$ cat src/rtl/inport_irq_pkg.sv
// Shared constants and helpers for the PacoBlaze3 interrupting input port.
package inport_irq_pkg;

    // Operand width of the PacoBlaze3 I/O bus.
    localparam int unsigned DATA_W = 8;

    // Default port ids: live pin levels, sticky edge flags, interrupt mask.
    localparam logic [7:0] PORTB_DATA = 8'h01;
    localparam logic [7:0] PORTB_EDGE = 8'h02;
    localparam logic [7:0] PORTB_MASK = 8'h03;

    // Which register the current port id selects.
    typedef enum logic [1:0] {
        SEL_NONE = 2'd0,
        SEL_DATA = 2'd1,
        SEL_EDGE = 2'd2,
        SEL_MASK = 2'd3
    } port_sel_e;

    // Priority decode: data id wins over edge id, edge id over mask id,
    // so colliding parameters still give one well-defined selection.
    function automatic port_sel_e decode_port(
        input logic [7:0] address,
        input logic [7:0] a_data,
        input logic [7:0] a_edge,
        input logic [7:0] a_mask
    );
        port_sel_e sel;
        if (address == a_data) begin
            sel = SEL_DATA;
        end else if (address == a_edge) begin
            sel = SEL_EDGE;
        end else if (address == a_mask) begin
            sel = SEL_MASK;
        end else begin
            sel = SEL_NONE;
        end
        return sel;
    endfunction

endpackage

$ cat src/rtl/inport_irq_sync.sv
// Three-stage pin synchroniser with a rising-edge pulse that stays silent
// until the chain has been refilled after reset, so pins already high at
// reset release are not mistaken for edges.
module inport_irq_sync
    import inport_irq_pkg::*;
#(
    parameter int unsigned W = DATA_W
) (
    input  logic         clk,
    input  logic         rst,
    input  logic [W-1:0] pins,
    output logic [W-1:0] level,
    output logic [W-1:0] rise
);

    logic [W-1:0] s1_r;
    logic [W-1:0] s2_r;
    logic [W-1:0] s3_r;
    logic [1:0]   warm_cnt_r;
    logic         armed_s;
    logic [W-1:0] rise_s;

    // Synchroniser chain and saturating warm-up counter.
    always_ff @(posedge clk) begin
        if (rst) begin
            s1_r       <= {W{1'b0}};
            s2_r       <= {W{1'b0}};
            s3_r       <= {W{1'b0}};
            warm_cnt_r <= 2'd0;
        end else begin
            s1_r <= pins;
            s2_r <= s1_r;
            s3_r <= s2_r;
            if (warm_cnt_r != 2'd3) begin
                warm_cnt_r <= warm_cnt_r + 2'd1;
            end else begin
                warm_cnt_r <= warm_cnt_r;
            end
        end
    end

    // Rising-edge pulse, gated off while the chain is still warming up.
    always_comb begin
        armed_s = (warm_cnt_r == 2'd3);
        rise_s  = {W{1'b0}};
        if (armed_s) begin
            rise_s = s2_r & ~s3_r;
        end else begin
            rise_s = {W{1'b0}};
        end
    end

    assign level = s2_r;
    assign rise  = rise_s;

endmodule

$ cat src/rtl/inport_irq.sv
// Memory-mapped input port for the PacoBlaze3 I/O bus: live pin levels,
// sticky rising-edge flags cleared by reading them, and a maskable
// interrupt. value_out is zero when unaddressed so it can be OR-ed onto
// the CPU in_port together with other peripherals.
module inport_irq
    import inport_irq_pkg::*;
#(
    parameter logic [7:0] ADDR  = PORTB_DATA,
    parameter logic [7:0] EADDR = PORTB_EDGE,
    parameter logic [7:0] MADDR = PORTB_MASK
) (
    input  logic              clk,
    input  logic              rst,
    input  logic [7:0]        address,
    input  logic [DATA_W-1:0] value_in,
    input  logic              wen,
    input  logic              ren,
    input  logic [DATA_W-1:0] port_in,
    output logic [DATA_W-1:0] value_out,
    output logic              irq
);

    logic [DATA_W-1:0] level_s;
    logic [DATA_W-1:0] rise_s;
    port_sel_e         sel_s;
    logic [DATA_W-1:0] clr_s;
    logic [DATA_W-1:0] ef_next_s;
    logic [DATA_W-1:0] mask_next_s;
    logic              irq_next_s;
    logic [DATA_W-1:0] rdata_s;

    logic [DATA_W-1:0] ef_r;
    logic [DATA_W-1:0] mask_r;
    logic [DATA_W-1:0] value_out_r;
    logic              irq_r;

    inport_irq_sync #(
        .W(DATA_W)
    ) u_sync (
        .clk  (clk),
        .rst  (rst),
        .pins (port_in),
        .level(level_s),
        .rise (rise_s)
    );

    // Next-state logic: decode, clear-on-read, mask update, irq, read mux.
    // Only flags the CPU actually received (value_out) are cleared, and a
    // new edge in the same cycle wins over the clear.
    always_comb begin
        sel_s       = decode_port(address, ADDR, EADDR, MADDR);
        clr_s       = {DATA_W{1'b0}};
        mask_next_s = mask_r;
        rdata_s     = {DATA_W{1'b0}};

        if (ren && (sel_s == SEL_EDGE)) begin
            clr_s = value_out_r;
        end else begin
            clr_s = {DATA_W{1'b0}};
        end

        ef_next_s = (ef_r & ~clr_s) | rise_s;

        if (wen && (sel_s == SEL_MASK)) begin
            mask_next_s = value_in;
        end else begin
            mask_next_s = mask_r;
        end

        irq_next_s = |(ef_next_s & mask_next_s);

        case (sel_s)
            SEL_DATA: rdata_s = level_s;
            SEL_EDGE: rdata_s = ef_r;
            SEL_MASK: rdata_s = mask_r;
            default:  rdata_s = {DATA_W{1'b0}};
        endcase
    end

    // State and registered outputs.
    always_ff @(posedge clk) begin
        if (rst) begin
            ef_r        <= {DATA_W{1'b0}};
            mask_r      <= {DATA_W{1'b0}};
            value_out_r <= {DATA_W{1'b0}};
            irq_r       <= 1'b0;
        end else begin
            ef_r        <= ef_next_s;
            mask_r      <= mask_next_s;
            value_out_r <= rdata_s;
            irq_r       <= irq_next_s;
        end
    end

    assign value_out = value_out_r;
    assign irq       = irq_r;

endmodule

$ cat config.mk
export PLATFORM = sky130hd
export DESIGN_NAME = inport_irq
export DESIGN_NICKNAME = d
export VERILOG_FILES = /design/src/rtl/inport_irq_pkg.sv /design/src/rtl/inport_irq_sync.sv /design/src/rtl/inport_irq.sv
export SDC_FILE = /design/constraint.sdc
export NUM_CORES = 1
export LEC_CHECK = 0
export CORE_UTILIZATION = 42
export CTS_BUF_LIST = sky130_fd_sc_hd__clkbuf_8
export CTS_CLUSTER_SIZE = 20
export DETAILED_ROUTE_END_ITERATION = 10
export PLACE_DENSITY = 0.64
export SKIP_CTS_REPAIR_TIMING = 1
export SYNTH_ARGS = -nofsm -noshare
export SYNTH_HDL_FRONTEND = slang
export SYNTH_HIERARCHICAL = 1
export SYNTH_SLANG_ARGS = --single-unit
$ cat constraint.sdc
create_clock -name clk -period 3 [get_ports clk]
set_input_delay 0.45 -clock clk [delete_from_list [all_inputs] [get_ports clk]]
set_output_delay 0.45 -clock clk [all_outputs]
set_load 0.02 [all_outputs]
==> impl_metrics.json, run 1 <==
{
  "ys_ff_latch": 51,
  "peakVddDrop_mv": 0.346,
  "clock_skew_ns": 0.00722,
  "drc": 0,
  "reg2reg_slack_ns": 1.31,
  "vias_per_cell": 5.14,
  "max_cap_violations": 0,
  "initial_core_util": 0.452,
  "die-area_sq_um": 4730,
  "synth.avg_cell_area_sq_um": 10.6,
  "cp_max_fo": 8,
  "hold_path_class": "reg -> reg",
  "grt_max_degree": 24,
  "n_antenna_cell": 0,
  "grt.overflow.total": 0,
  "yosys_warnings": 6,
  "via_count": 1367,
  "io_buffer_count": 36,
  "antenna_found_initial": 0,
  "area_delta_synth_final_pct": 26.6,
  "hold_viol_final": 0,
  "wirelength_um": 3750,
  "synth_area_sq_um": 1870,
  "yosysSeqAreaShare": 0.545,
  "slew_headroom": 0.546,
  "dp_hpwl_um": 2820,
  "cts_root_buf": "clkbuf_8",
  "ys_types": 24,
  "crit_path_end_kind": "flip-flop",
  "power_density_nw_per_um2": 503,
  "cts_sinks": 51,
  "die_x_um": 68.8,
  "tightest_slew_ns": 0.680,
  "rows": 23,
  "p_leak_nw": 0.894,
  "maxSlewViolCount": 0,
  "crit_arrival_ns": 2.36,
  "critPathKind": "in -> reg",
  "nets": 246,
  "wire_per_inst_um": 14.1,
  "grt_pass1_vias": 1355,
  "worstPathRequired_ns": 3.18,
  "first_iter_violations": 127,
  "fin_cells": 266,
  "ios": 37,
  "syn_nets": 206,
  "core_area_sq_um": 4140,
  "gp_congestion": 0.788,
  "post-route-period-util": 0.727,
  "setup_viol": 0,
  "ctsHtreeMaxLevel": 2,
  "synthCells": 176,
  "ant_nets": 0,
  "status": "finished clean",
  "grt.total_usage": 0.184,
  "dp.cells": 259,
  "clk_pin_slew_ns": 0.09,
  "clockBufferDepth": 2,
  "n_fill_cell": 383,
  "layout_common_cells": "51 x dfxtp_1, 36 x clkdlybuf4s50_1, 28 x nor2_1, 24 x nor2b_1, 9 x mux2i_1",
  "rsz0062_at_grt": "no",
  "drt_pass1_iterations": 4,
  "clock_latency_ns": 0.29,
  "post-route-util": 0.572,
  "cp-start-kind": "primary input",
  "final_common_cell": "dfxtp_1",
  "grt_pass1_wl_um": 6270,
  "fin_crit_ns": 2.18,
  "die_y_um": 68.8,
  "drive_above_1_share": 0.111,
  "fin_setup_tns_ns": 0,
  "cts_buffers": 5,
  "fmax_mhz": 458,
  "cts_tree": "yes"
}
## cell families after synthesis
group	share of synthesized area
buf+inv	0.0327
simple gates	0.230
flops	0.545
mux	0.0963
xor+xnor	0.00468
fa+ha+maj	0.0134
compound gates	0.0775
## per-stage QoR
stage	worst slack (ns)	hold WS, ns	power, mW	cell area, sq um
after floorplan	0.864	0.411	0.773	1870
after global placement	0.457	0.418	0.825	2280
after CTS	0.807	0.442	1.21	2370
after detailed placement	0.496	0.420	0.830	2280
final	0.818	0.438	1.19	2370
after global routing	0.649	0.467	1.26	2370
## critical path: stages
cell and delay [ns]:
clkdlybuf4s50_1 0.44, nor4_4 0.30, and4_4 0.36, mux2i_1 0.27, o22ai_1 0.11, o41a_1 0.42
## final cells by class
| type | count | area, sq um | area share |
|---|---|---|---|
| repair buffers | 42 | 405 | 0.171 |
| well taps | 50 | 62.6 | 0.0264 |
| inverters | 1 | 3.75 | 0.00158 |
| multi-input cells | 115 | 790 | 0.333 |
| clock inverters | 1 | 5.00 | 0.00211 |
| flip-flops and latches | 51 | 1020 | 0.431 |
| clock buffers | 6 | 82.6 | 0.0348 |
## Yosys cell counts (all sizes together)
cell	count	share of area
a21oi	8	0.021
a22oi	8	0.032
and2b	2	0.0080
and3b	7	0.033
and4	1	0.0060
buf	5	0.023
clkbuf	4	0.0080
dfxtp	51	0.55
ha	2	0.013
inv	1	0.0020
mux2	8	0.048
mux2i	9	0.048
nand2	1	0.0020
nand4	8	0.027
nor2	28	0.056
nor2b	24	0.080
nor3b	1	0.0067
nor4	1	0.011
o2111ai	1	0.0047
o22ai	4	0.013
o41a	1	0.0060
xor2	1	0.0047
## flip-flops by register name, indices dropped and copies added, names as in the netlist
name	count
u_sync/s3_r	8
ef_r	8
mask_r	8
u_sync/warm_cnt_r	2
u_sync/s1_r	8
u_sync/level	8
value_out	8
irq	1
## path summary, 6_finish.rpt
check                                    startpoint                    endpoint  depth (start not counted)
setup / recovery                         address[5]              irq$_SDFF_PP0_                          6
hold / removal            u_sync/s1_r[4]$_SDFF_PP0_  u_sync/level[4]$_SDFF_PP0_                          1
setup reg to reg  u_sync/warm_cnt_r[0]$_SDFFE_PP0P_              irq$_SDFF_PP0_                          5
hold reg to reg           u_sync/s1_r[4]$_SDFF_PP0_  u_sync/level[4]$_SDFF_PP0_                          1
## routing by layer
layer	GRT usage	share of wire	vias to the layer above
li1	-	-	689
met1	0.232	0.43	616
met2	0.299	0.48	60
met3	0.0543	0.087	2
met4	0.0612	0.0056	0
met5	0	0	-
## power by group
group          total, mW  switching [mW]  internal, mW
clock network      0.380           0.199         0.181
registers          0.709          0.0112         0.697
logic              0.104          0.0444        0.0599
Note: power is estimated with default switching activity, not from simulation.
==> run 2, diff against run 1 <==
==> constraint.sdc (replaced) <==
create_clock -name clk -period 2.15 [get_ports clk]
set_input_delay 0.3225 -clock clk [delete_from_list [all_inputs] [get_ports clk]]
set_output_delay 0.3225 -clock clk [all_outputs]
set_load 0.02 [all_outputs]
==> run 2 against run 1 <==
  * Final cell count rose by 5.3%
  * Clock skew fell by 0.0046 ns
  * Clock-buffer cell count fell by 1
  * Via count rose by 5.3%
  * Critical endpoint unchanged
  * Largest cell class unchanged
==> impl_metrics.json, run 2 (synthesis results as in run 1) <==
{
  "status": "finished clean",
  "dp_hpwl_um": 2900,
  "core_area_sq_um": 4140,
  "grt.total_usage": 0.191,
  "cts_tree": "yes",
  "power_density_nw_per_um2": 722,
  "place_ws_ns": -0.216,
  "area_delta_synth_final_pct": 33.2,
  "antenna_found_initial": 0,
  "maxSlewViolCount": 0,
  "via_count": 1439,
  "worstPathRequired_ns": 2.34,
  "cp-start-kind": "primary input",
  "n_antenna_cell": 0,
  "clockBufferDepth": 2,
  "drive_above_1_share": 0.165,
  "final_common_cell": "dfxtp_1",
  "drt_pass1_iterations": 5,
  "rsz0062_at_grt": "no",
  "post-route-cell-area_sq_um": 2490,
  "fin_crit_ns": 2.04,
  "wirelength_um": 3990,
  "nets": 259,
  "peakVddDrop_mv": 0.438,
  "dp.cells": 272,
  "cts_buffers": 5,
  "rows": 23,
  "vias_per_cell": 5.14,
  "die_x_um": 68.8,
  "initial_core_util": 0.452,
  "critPathKind": "in -> reg",
  "ant_nets": 0,
  "cts_root_buf": "clkbuf_8",
  "hold_path_class": "reg -> reg",
  "io_buffer_count": 36,
  "gp_congestion": 0.773,
  "placed_area_sq_um": 2380,
  "cp_max_fo": 8,
  "post-route-util": 0.601,
  "p_leak_nw": 0.961,
  "grt.overflow.total": 0,
  "ctsHtreeMaxLevel": 2,
  "slew_headroom": 0.530,
  "grt_pass1_wl_um": 6400,
  "die-area_sq_um": 4730,
  "setup_viol": 0,
  "drc": 0,
  "crit_path_end_kind": "flip-flop",
  "tightest_slew_ns": 0.704,
  "finalWorstSetupSlack_ns": 0.111,
  "cts_sinks": 51,
  "hold_viol_final": 0,
  "clock_latency_ns": 0.30,
  "first_iter_violations": 75,
  "die_y_um": 68.8,
  "n_fill_cell": 352,
  "max_cap_violations": 0,
  "post-route-period-util": 0.948,
  "fin_cells": 280,
  "ios": 37,
  "fmax_mhz": 490,
  "crit_arrival_ns": 2.23,
  "wire_per_inst_um": 14.3,
  "grt_pass1_vias": 1429,
  "grt_max_degree": 43,
  "clk_pin_slew_ns": 0.09,
  "clock_skew_ns": 0.00264,
  "layout_common_cells": "51 x dfxtp_1, 36 x clkdlybuf4s50_1, 28 x nor2_1, 24 x nor2b_1, 19 x buf_4"
}
run 2: cell count changes in the layout (fill, tap and decap cells not counted):
cell,before,now
buf_4,6,19
bufinv_16,0,1
clkbuf_8,6,5
clkinv_4,0,1
run 2: per-stage QoR:
stage	power (mW)	hold WS [ns]	setup TNS [ns]
after floorplan	1.08	0.394	0
after global placement	1.16	0.418	-0.145
after detailed placement	1.17	0.423	-0.216
after CTS	1.81	0.445	0
after global routing	1.88	0.463	0
final	1.80	0.441	0
run 2: critical path: stages:
cell and delay, ns:
clkdlybuf4s50_1 0.45, nor4_4 0.31, and4_4 0.36, mux2i_1 0.28
o22ai_1 0.12, o41a_1 0.40
run 2: final timing paths:
path / slack, ns / cells past startpoint / startpoint / end
worst max-delay path: 0.11 / 6 / address[5] / irq$_SDFF_PP0_
worst min register to register: 0.44 / 1 / u_sync/s1_r[4]$_SDFF_PP0_ / u_sync/level[4]$_SDFF_PP0_
worst max register to register: 0.45 / 5 / u_sync/warm_cnt_r[0]$_SDFFE_PP0P_ / irq$_SDFF_PP0_
worst min-delay path: 0.44 / 1 / u_sync/s1_r[4]$_SDFF_PP0_ / u_sync/level[4]$_SDFF_PP0_
run 2: routing by layer:
| layer | global-route usage | part of all wire | vias to the layer above |
|---|---|---|---|
| met5 | 0 | 0 | - |
| met4 | 0.0918 | 0.020 | 0 |
| met3 | 0.0609 | 0.074 | 9 |
| met2 | 0.320 | 0.45 | 60 |
| met1 | 0.221 | 0.45 | 660 |
| li1 | - | - | 710 |
run 2: final cells by class:
type | count | area, sq um | share of cell area
clock buffer | 5 | 68.8 | 0.0276
sequential | 51 | 1020 | 0.410
timing repair buffer | 55 | 503 | 0.202
clock inverter | 3 | 43.8 | 0.0176
tap | 50 | 62.6 | 0.0251
inverter | 1 | 3.75 | 0.00151
multi-input combinational | 115 | 790 | 0.317
run 2: power breakdown:
group / leakage (nW) / total (mW) / switching [mW] / internal, mW
Clock: 0.0581 / 0.656 / 0.310 / 0.346
Combinational: 0.487 / 0.154 / 0.0652 / 0.0889
Sequential: 0.416 / 0.989 / 0.0158 / 0.973
Total: 0.961 / 1.80 / 0.391 / 1.41
